$ cat config.mk
export PLATFORM = sky130hd
export DESIGN_NAME = c_stream_receiver
export DESIGN_NICKNAME = d
export VERILOG_FILES = /design/src/rtl/c_stream_receiver.sv
export SDC_FILE = /design/constraint.sdc
export NUM_CORES = 1
export LEC_CHECK = 0
export BUFFER_PORTS_ARGS = -buffer_cell sky130_fd_sc_hd__buf_2
export CAP_MARGIN = 5
export CELL_PAD_IN_SITES_DETAIL_PLACEMENT = 1
export CELL_PAD_IN_SITES_GLOBAL_PLACEMENT = 1
export CORE_MARGIN = 5
export CORE_UTILIZATION = 40
export CTS_CLUSTER_SIZE = 25
export DETAILED_ROUTE_END_ITERATION = 10
export PLACE_DENSITY_LB_ADDON = 0.08
export SLEW_MARGIN = 20
export SYNTH_ARGS = -nofsm -noshare
export SYNTH_HDL_FRONTEND = slang
export SYNTH_SLANG_ARGS = --single-unit
$ cat constraint.sdc
create_clock -name clk -period 4.7 [get_ports clk]
set_input_delay 0 -clock clk [delete_from_list [all_inputs] [get_ports clk]]
set_output_delay 0 -clock clk [all_outputs]
set_load 0.1 [all_outputs]
$ cat src/rtl/c_stream_receiver.sv
// Serial-to-parallel receiver for the C result stream: assembles LSB-first frames
// into WORD_W-bit words and queues them in a small FIFO behind a valid/ready port.
module c_stream_receiver #(
  parameter int WORD_W     = 4,
  parameter int FIFO_DEPTH = 4
) (
  input  logic                          clk,
  input  logic                          rst_n,
  input  logic                          startC,
  input  logic                          shiftC,
  input  logic                          serC,
  output logic [WORD_W-1:0]             out_data,
  output logic                          out_valid,
  input  logic                          out_ready,
  output logic [$clog2(FIFO_DEPTH):0]   fifo_level,
  output logic                          busy,
  output logic                          overflow,
  output logic                          frame_err
);

  localparam int PTR_W = $clog2(FIFO_DEPTH);
  localparam int LVL_W = PTR_W + 1;
  localparam int CNT_W = $clog2(WORD_W);
  localparam logic [CNT_W-1:0] LAST_BIT = CNT_W'(WORD_W - 1);
  localparam logic [LVL_W-1:0] FULL_LVL = LVL_W'(FIFO_DEPTH);

  typedef enum logic {IDLE, SHIFT} state_e;

  state_e              state_q, state_d;
  logic [CNT_W-1:0]    bit_cnt_q, bit_cnt_d;
  logic [WORD_W-2:0]   shreg_q, shreg_d;
  logic                frame_err_q, frame_err_d;
  logic                push;
  logic [WORD_W-1:0]   push_word;

  logic [WORD_W-1:0]   mem_q [FIFO_DEPTH];
  logic [PTR_W-1:0]    rd_ptr_q, wr_ptr_q;
  logic [LVL_W-1:0]    level_q;
  logic                overflow_q;
  logic                pop, full, wr_en, drop;

  // Deserializer: the last bit bypasses the shift register straight into the word.
  always_comb begin
    state_d     = state_q;
    bit_cnt_d   = bit_cnt_q;
    shreg_d     = shreg_q;
    frame_err_d = 1'b0;
    push        = 1'b0;
    push_word   = {serC, shreg_q};
    case (state_q)
      IDLE: begin
        if (shiftC && startC) begin
          shreg_d[0] = serC;
          bit_cnt_d  = CNT_W'(1);
          state_d    = SHIFT;
        end
      end
      SHIFT: begin
        if (shiftC) begin
          if (startC) begin
            frame_err_d = 1'b1;
            shreg_d[0]  = serC;
            bit_cnt_d   = CNT_W'(1);
          end else if (bit_cnt_q == LAST_BIT) begin
            push      = 1'b1;
            bit_cnt_d = '0;
            state_d   = IDLE;
          end else begin
            for (int i = 1; i < WORD_W - 1; i++) begin
              if (bit_cnt_q == CNT_W'(i)) shreg_d[i] = serC;
            end
            bit_cnt_d = bit_cnt_q + CNT_W'(1);
          end
        end
      end
      default: state_d = IDLE;
    endcase
  end

  always_ff @(posedge clk or negedge rst_n) begin
    if (!rst_n) begin
      state_q     <= IDLE;
      bit_cnt_q   <= '0;
      shreg_q     <= '0;
      frame_err_q <= 1'b0;
    end else begin
      state_q     <= state_d;
      bit_cnt_q   <= bit_cnt_d;
      shreg_q     <= shreg_d;
      frame_err_q <= frame_err_d;
    end
  end

  // A push at full still lands when the head is popped in the same cycle.
  assign pop   = out_valid && out_ready;
  assign full  = (level_q == FULL_LVL);
  assign wr_en = push && (!full || pop);
  assign drop  = push && full && !pop;

  always_ff @(posedge clk or negedge rst_n) begin
    if (!rst_n) begin
      rd_ptr_q   <= '0;
      wr_ptr_q   <= '0;
      level_q    <= '0;
      overflow_q <= 1'b0;
    end else begin
      if (pop)   rd_ptr_q <= rd_ptr_q + PTR_W'(1);
      if (wr_en) wr_ptr_q <= wr_ptr_q + PTR_W'(1);
      level_q    <= level_q + LVL_W'(wr_en) - LVL_W'(pop);
      overflow_q <= overflow_q | drop;
    end
  end

  always_ff @(posedge clk) begin
    if (wr_en) mem_q[wr_ptr_q] <= push_word;
  end

  assign out_data   = mem_q[rd_ptr_q];
  assign out_valid  = (level_q != '0);
  assign fifo_level = level_q;
  assign busy       = (state_q == SHIFT);
  assign overflow   = overflow_q;
  assign frame_err  = frame_err_q;

endmodule

==> metrics.cfg, run 1 <==
[setup_path]
cp-end-kind=flip-flop
start_kind=flip-flop
crit_arrival_ns=2.53
cp.required_ns=4.91
crit_start=bit_cnt_q[0]
cp_max_fo=7
r2r_slack_ns=2.39
r2r-start=bit_cnt_q[0]
critPathKind=flip-flop to flip-flop

[placed_design]
dp_hpwl_um=1700
portBuffers=16
place_congestion=0.806
placed_cell_area_um2=1520

[floorplan]
core_um2=3340
start_util_pct=41.6
chipWidth_um=68.9
die_area_um2=4750
io_pins=17
die_height_um=68.9
rows=21

[yosys]
synth_area_leader_cell=edfxtp_1
yosysSeqAreaShare_pct=61.7
synth_cells=88
synth.distinct_cells=26
synthTopCellsByArea=edfxtp_1 35%, dfrtp_1 27%, ha_1 8.1%, mux4_2 6.5%, mux2_2 2.4%
syn_avg_cell_area_um2=15.8
synthesis.area_um2=1390
yosys_warnings=0
synth_fp_nets=104
ys_seq_elements=31
yosysTopAreaCellShare_pct=34.6

[clocking]
clk_latency_ns=0.32
cts_tree=yes
path_clk_slew_ns=0.09
cts_sinks=31
cts_setup_buffers=0
htree_levels=2
cts_root_buf=clkbuf_4
clk_path_buf_depth=2
cts_made_buffers=5

[detailed_routing]
drt-initial-drc-count=38
wirelength_um=2320
wl_per_cell_um=14.3
route.detailed.drc=0
vias=767
antenna_left=0
dr.pass1.iters=3
viasPerCell=4.73

[grt]
grt_pass1_vias=825
overflow=0
grt_use_total_pct=12.3
grt_pass1_wl_um=4010
antenna_found_initial=0
grt_max_degree=16

[layout]
final_cell_mix=16 x buf_2, 16 x edfxtp_1, 15 x dfrtp_1, 9 x ha_1, 8 x inv_1
utilization_pct=48.6
syn_to_final_growth_pct=16.8
stdcell_area_um2=1620
fillerInstances=361
diodes=0
layout.nets=131
drive_gt1_share_pct=29.3

[flow_run]
cap_violations=0

[hold_path]
hp-class=input port to flip-flop
hp-start=startC

[timing]
hold-worst-slack_ns=0.0205
tightestPinTransition_ns=0.489
fmax_mhz=432
finalSetupTns_ns=0
setup_viol=0
rsz0062_at_grt=false
relSlewSlack_pct=67.6
finalHoldViolCount=0
final_max_slew_viol_count=0
fin_worst_skew_ns=0.00898
period_minus_slack_ns=2.31
period_share_pct=49.3

[run_status]
status=finished, final reports clean

cell usage after synthesis, drive strengths merged:
library cell	count
edfxtp	16
or3	1
a21o	1
nand2	8
fa	1
mux2	4
xor2	2
nor3b	2
and4bb	1
dfrtp	15
o22ai	1
and2	4
ha	9
xnor2	3
and3	1
inv	8
nor4b	2
o22a	1
buf	1
a22o	1
o21ai	1
o31a	1
mux4	4
worst max-delay path: stages, from the launching register on:
cell and delay, ns:
dfrtp_1 0.42, ha_1 0.26, nor4b_4 0.42, inv_1 0.09
ha_1 0.29, inv_1 0.04, ha_1 0.18, fa_1 0.37
xnor2_1 0.13
metrics by stage:
step | instances | worst slack [ns]
final | 162 | 2.39
after global routing | 162 | 2.23
after CTS | 162 | 2.35
after detailed placement | 149 | 2.39
after global placement | 149 | 2.45
after floorplan | 88 | 1.95
cell type report:
| type | instances | area, um^2 | area share (%) |
|---|---|---|---|
| repair buffers | 21 | 130 | 8.03 |
| inverters | 8 | 30.0 | 1.85 |
| clock inverters | 2 | 8.76 | 0.541 |
| multi-input cells | 48 | 497 | 30.7 |
| well taps | 46 | 57.6 | 3.55 |
| clock buffers | 6 | 41.3 | 2.55 |
| flip-flops and latches | 31 | 856 | 52.8 |
final timing paths:
check,cells after the start,endpoint
max in group asynchronous,2,wr_ptr_q[1]
hold reg to reg,1,overflow
min in group asynchronous,2,busy
setup / recovery,8,fifo_level[2]
hold / removal,2,frame_err
setup reg to reg,8,fifo_level[2]
kinds of logic (layout without fill, tap and decap cells):
kind of cell,Yosys count,in the layout,share of synthesized area [%]
AOI/OAI and AO/OA,6,6,3.25
xor gates and xnor gates,5,5,3.16
adders and majority gates,10,10,9.56
buffers and inverters,9,37,2.52
DFF,31,31,61.7
muxes,8,8,10.0
and+or+nand+nor,19,19,9.83
per-layer routing:
| metal | GRT usage [%] | share of wire (%) | up-vias | routed length, um |
|---|---|---|---|---|
| li1 | - | - | 367 | - |
| met4 | 4.38 | 1.4 | 0 | 33 |
| met5 | 0 | 0 | - | 0 |
| met3 | 5.51 | 5.7 | 4 | 132 |
| met1 | 15.4 | 47 | 377 | 1090 |
| met2 | 18.7 | 46 | 19 | 1060 |
flip-flops by register name (all words and copies together), names as in the netlist:
| register | cells |
|---|---|
| mem_q | 16 |
| fifo_level | 3 |
| shreg_q | 3 |
| bit_cnt_q | 2 |
| rd_ptr_q | 2 |
| wr_ptr_q | 2 |
| busy | 1 |
| frame_err | 1 |
| overflow | 1 |
repair_timing:
item	4_1_cts	5_1_grt
hold endpoints to repair	25	0
hold buffers	5	0
resized for setup	0	0
Power of run 1 is not shown: default switching activity piles up to over one toggle a cycle in this logic, so the estimate is an artifact.
==> run 2: changes to the inputs <==
==> constraint.sdc (replaced) <==
create_clock -name clk -period 2.2 [get_ports clk]
set_input_delay 0 -clock clk [delete_from_list [all_inputs] [get_ports clk]]
set_output_delay 0 -clock clk [all_outputs]
set_load 0.1 [all_outputs]
==> metrics.cfg, run 2 (synthesis results as in run 1) <==
[layout]
top_register=mem_q  ; unchanged
drive_gt1_share_pct=36.8  ; was 29.3%
syn_to_final_growth_pct=21.1  ; was 16.8%
final_cell_mix=16 x buf_2, 16 x edfxtp_1, 11 x dfrtp_1, 8 x inv_1, 8 x ha_1  ; was 16 x buf_2, 16 x edfxtp_1, 15 x dfrtp_1, 9 x ha_1, 8 x inv_1
layout.nets=132  ; was 131
diodes=0  ; unchanged
largest_reg_flops=16  ; unchanged

[grt]
antenna_found_initial=0  ; unchanged
grt_pass1_wl_um=4130  ; was 4010 um
overflow=0  ; unchanged
use_met3_pct=5.02  ; was 5.51%
busiest_layer=met2  ; unchanged
grt_pass1_vias=857  ; was 825
gr-usage-met2_pct=21.1  ; was 18.7%
grt_max_degree=16  ; unchanged
met1_usage_pct=14.1  ; was 15.4%
grt_use_total_pct=12.6  ; was 12.3%

[setup_path]
crit_arrival_ns=2.30  ; was 2.53 ns
start_kind=flip-flop  ; unchanged
cp_max_fo=5  ; was 7
cp-end-kind=flip-flop  ; unchanged
cp.required_ns=2.42  ; was 4.91 ns
r2r_slack_ns=0.12  ; was 2.39 ns
r2r-start=fifo_level[2]  ; was bit_cnt_q[0]
critPathKind=flip-flop to flip-flop  ; unchanged
reg2reg_to=fifo_level[2]  ; unchanged
reg2reg_depth=8  ; unchanged

[clocking]
cts_made_buffers=5  ; unchanged
cts_setup_buffers=0  ; unchanged
clk_path_buf_depth=2  ; unchanged
cts_root_buf=clkbuf_4  ; unchanged
htree_levels=2  ; unchanged
cts_tree=yes  ; unchanged
cts_resized=0  ; unchanged
clk_latency_ns=0.33  ; was 0.32 ns
cts_sinks=31  ; unchanged
path_clk_slew_ns=0.09  ; about the same
hold_buffers=4  ; was 5

[timing]
period_share_pct=94.4  ; was 49.3%
tightestPinTransition_ns=0.492  ; was 0.489 ns
rsz0062_at_grt=false  ; unchanged
relSlewSlack_pct=67.5  ; was 67.6%
hold-worst-slack_ns=0.0340  ; was 0.0205 ns
finalHoldViolCount=0  ; unchanged
fmax_mhz=481  ; was 432 MHz
fin_worst_skew_ns=0.00578  ; was 0.00898 ns
final_max_slew_viol_count=0  ; unchanged
setup_viol=0  ; unchanged
period_minus_slack_ns=2.08  ; was 2.31 ns

[floorplan]
chipWidth_um=68.9  ; unchanged
start_util_pct=41.6  ; unchanged
core_um2=3340  ; unchanged
die_height_um=68.9  ; unchanged
die_area_um2=4750  ; unchanged
rows=21  ; unchanged
io_pins=17  ; unchanged

[detailed_routing]
dr.pass1.iters=2  ; was 3
antenna_left=0  ; unchanged
viasPerCell=4.88  ; was 4.73
vias=795  ; was 767
wl_per_cell_um=15.0  ; was 14.3 um
route.detailed.drc=0  ; unchanged
wirelength_um=2450  ; was 2320 um
drt-initial-drc-count=40  ; was 38

[hold_path]
hp-class=input port to flip-flop  ; unchanged
hold_end=overflow  ; was frame_err
worstHoldPathCells=3  ; was 2
hp-start=out_ready  ; was startC

[placed_design]
portBuffers=16  ; unchanged
dp_hpwl_um=1770  ; was 1700 um
place_congestion=0.726  ; was 0.806

[flow_run]
cap_violations=0  ; unchanged

[run_status]
status=finished, final reports clean  ; unchanged

run 2: cell count changes in the layout (fill, tap and decap cells not counted), sizes merged:
cell / change
dlygate4sd3: -1
buf: +2
bufinv: +1
clkbuf: -1
run 2: through the flow:
stage	cells	cell area, um^2	util [%]	setup WS, ns	TNS [ns]
finish	163	1680	50.4	0.122	0
global route	163	1680	50.4	0.00394	0
CTS	163	1680	50.4	0.0928	0
detailed placement	151	1560	46.9	0.118	0
global placement	151	1560	46.9	0.179	0
floorplan	88	1420	-	-0.129	-0.254
run 2: critical path, stage by stage, from the launching register on:
cell     delay (ns)
dfrtp_4        0.51
nor4b_4        0.15
nor4b_4        0.29
inv_1          0.08
ha_1           0.27
inv_1          0.04
ha_2           0.17
fa_2           0.33
xnor2_1        0.13
run 2: final cells by class:
cell class | count | area, um^2
Fill cell | 343 | 1660
Sequential cell | 31 | 871
Clock inverter | 3 | 38.8
Timing Repair Buffer | 22 | 135
Multi-Input combinational cell | 48 | 510
Inverter | 8 | 30.0
Clock buffer | 5 | 37.5
Tap cell | 46 | 57.6
run 2: how the worst max path moves through the flow:
stage	endpoint	start	slack, ns
3_3_place_gp	fifo_level[2]	fifo_level[2]	0.18
3_5_place_dp	fifo_level[2]	fifo_level[2]	0.12
5_1_grt	fifo_level[2]	fifo_level[2]	0.004
2_1_floorplan	fifo_level[1]	fifo_level[2]	-0.13
6_report	fifo_level[2]	fifo_level[2]	0.12
4_1_cts	fifo_level[2]	fifo_level[2]	0.09
run 2: metal layers:
layer  share of wire (%)  vias to the layer above
li1                    -                      370
met1                  39                      399
met2                  53                       21
met3                 5.5                        5
met4                 1.9                        0
met5                   0                        -
Power of run 2 is left out for the same reason.
==> run 3: changes to the inputs <==
--- a/config.mk
+++ b/config.mk
@@ -14,6 +14,7 @@
 export CTS_CLUSTER_SIZE = 25
 export DETAILED_ROUTE_END_ITERATION = 10
 export PLACE_DENSITY_LB_ADDON = 0.08
+export RECOVER_POWER = 25
 export SLEW_MARGIN = 20
 export SYNTH_ARGS = -nofsm -noshare
 export SYNTH_HDL_FRONTEND = slang
==> metrics.cfg, run 3 (synthesis results as in run 1) <==
[grt]
overflow=0  ; unchanged
antenna_found_initial=0  ; unchanged
grt_pass1_wl_um=4130  ; unchanged
grt_pass1_vias=857  ; unchanged
grt_max_degree=16  ; unchanged
grt_use_total_pct=12.6  ; unchanged

[clocking]
cts_sinks=31  ; unchanged
cts_tree=yes  ; unchanged
cts_made_buffers=5  ; unchanged
path_clk_slew_ns=0.09  ; about the same
cts_setup_buffers=0  ; unchanged
cts_root_buf=clkbuf_4  ; unchanged
clk_latency_ns=0.33  ; about the same
htree_levels=2  ; unchanged
clk_path_buf_depth=2  ; unchanged

[timing]
finalHoldViolCount=0  ; unchanged
rsz0062_at_grt=false  ; unchanged
relSlewSlack_pct=43.4  ; was 67.5%
fin_worst_skew_ns=0.00633  ; was 0.00578 ns
fmax_mhz=481  ; about the same
period_share_pct=94.4  ; about the same
tightestPinTransition_ns=0.850  ; was 0.492 ns
setup_viol=0  ; unchanged
period_minus_slack_ns=2.08  ; about the same
final_max_slew_viol_count=0  ; unchanged

[layout]
largest_reg_flops=16  ; unchanged
diodes=0  ; unchanged
top_register=mem_q  ; unchanged
final_cell_mix=16 x edfxtp_1, 14 x buf_2, 11 x dfrtp_1, 8 x inv_1, 8 x ha_1  ; was 16 x buf_2, 16 x edfxtp_1, 11 x dfrtp_1, 8 x inv_1, 8 x ha_1
syn_to_final_growth_pct=20.9  ; was 21.1%
drive_gt1_share_pct=35.0  ; was 36.8%
layout.nets=132  ; unchanged
final_common_cell=edfxtp_1
utilization_pct=50.3  ; was 50.4%

[floorplan]
die_height_um=68.9  ; unchanged
rows=21  ; unchanged
io_pins=17  ; unchanged
start_util_pct=41.6  ; unchanged
die_area_um2=4750  ; unchanged
chipWidth_um=68.9  ; unchanged
core_um2=3340  ; unchanged

[setup_path]
cp.required_ns=2.42  ; about the same
critPathKind=flip-flop to flip-flop  ; unchanged
cp-end-kind=flip-flop  ; unchanged
reg2reg_to=fifo_level[2]  ; unchanged
crit_start=fifo_level[2]  ; unchanged
reg2reg_depth=8  ; unchanged
r2r_slack_ns=0.12  ; about the same
crit_arrival_ns=2.30  ; about the same
start_kind=flip-flop  ; unchanged
crit_path_end=fifo_level[2]  ; unchanged
cp_max_fo=5  ; unchanged
r2r-start=fifo_level[2]  ; unchanged

[detailed_routing]
dr.pass1.iters=3  ; was 2
vias=788  ; was 795
wirelength_um=2450  ; about the same
wl_per_cell_um=15.0  ; about the same
drt-initial-drc-count=40  ; unchanged
route.detailed.drc=0  ; unchanged
antenna_left=0  ; unchanged
viasPerCell=4.83  ; was 4.88

[placed_design]
place_congestion=0.726  ; unchanged
portBuffers=16  ; unchanged
dp_hpwl_um=1770  ; unchanged

[hold_path]
hp-class=input port to flip-flop  ; unchanged
worstHoldPathCells=3  ; unchanged

[run_status]
status=finished, final reports clean  ; unchanged

[flow_run]
cap_violations=0  ; unchanged

## run 3: changes by cell type in the layout (fill, tap and decap cells not counted)
cell      previous run  this run
clkbuf_1             0         2
buf_2               16        14
## run 3: cell type report
cell class / count / area, um^2
timing repair buffer: 22 / 133
tap: 46 / 57.6
clock inverter: 3 / 38.8
inverter: 8 / 30.0
clock buffer: 5 / 37.5
multi-input combinational: 48 / 510
sequential: 31 / 871
fill: 345 / 1660
## run 3: per-stage QoR
step | worst slack (ns) | hold slack, ns | std cells | area (um^2) | TNS (ns)
floorplan | -0.129 | -0.296 | 88 | 1420 | -0.254
global placement | 0.179 | -0.0754 | 151 | 1560 | 0
detailed placement | 0.118 | -0.0638 | 151 | 1560 | 0
CTS | 0.0928 | 0.0195 | 163 | 1680 | 0
global route | 0.00394 | 0.0225 | 163 | 1680 | 0
finish | 0.123 | 0.0321 | 163 | 1680 | 0
## run 3: critical path, stage by stage, from the launching register on
cell     delay, ns
dfrtp_4       0.51
nor4b_4       0.15
nor4b_4       0.29
inv_1         0.08
ha_1          0.27
inv_1         0.04
ha_2          0.17
fa_2          0.33
xnor2_1       0.13
## run 3: worst min-delay path by stage
stage               startpoint  slack (ns)            to
floorplan                rst_n       -0.30  bit_cnt_q[0]
global placement         rst_n       -0.08          busy
detailed placement       rst_n       -0.06          busy
CTS                  out_ready        0.02      overflow
global route         out_ready        0.02      overflow
finish               out_ready        0.03      overflow
## run 3: repair_timing
action | CTS | global route
gates resized for setup | 0 | 0
endpoints found under the hold margin | 25 | 0
hold buffers | 4 | 0
## run 3: layer usage
| layer | share of wire [%] | global-route usage (%) | vias to the layer above |
|---|---|---|---|
| met5 | 0 | 0 | - |
| met4 | 2.1 | 5.84 | 0 |
| met3 | 5.4 | 5.02 | 5 |
| met2 | 53 | 21.1 | 21 |
| met1 | 39 | 14.1 | 391 |
| li1 | - | - | 371 |
Power of run 3 is left out for the same reason.
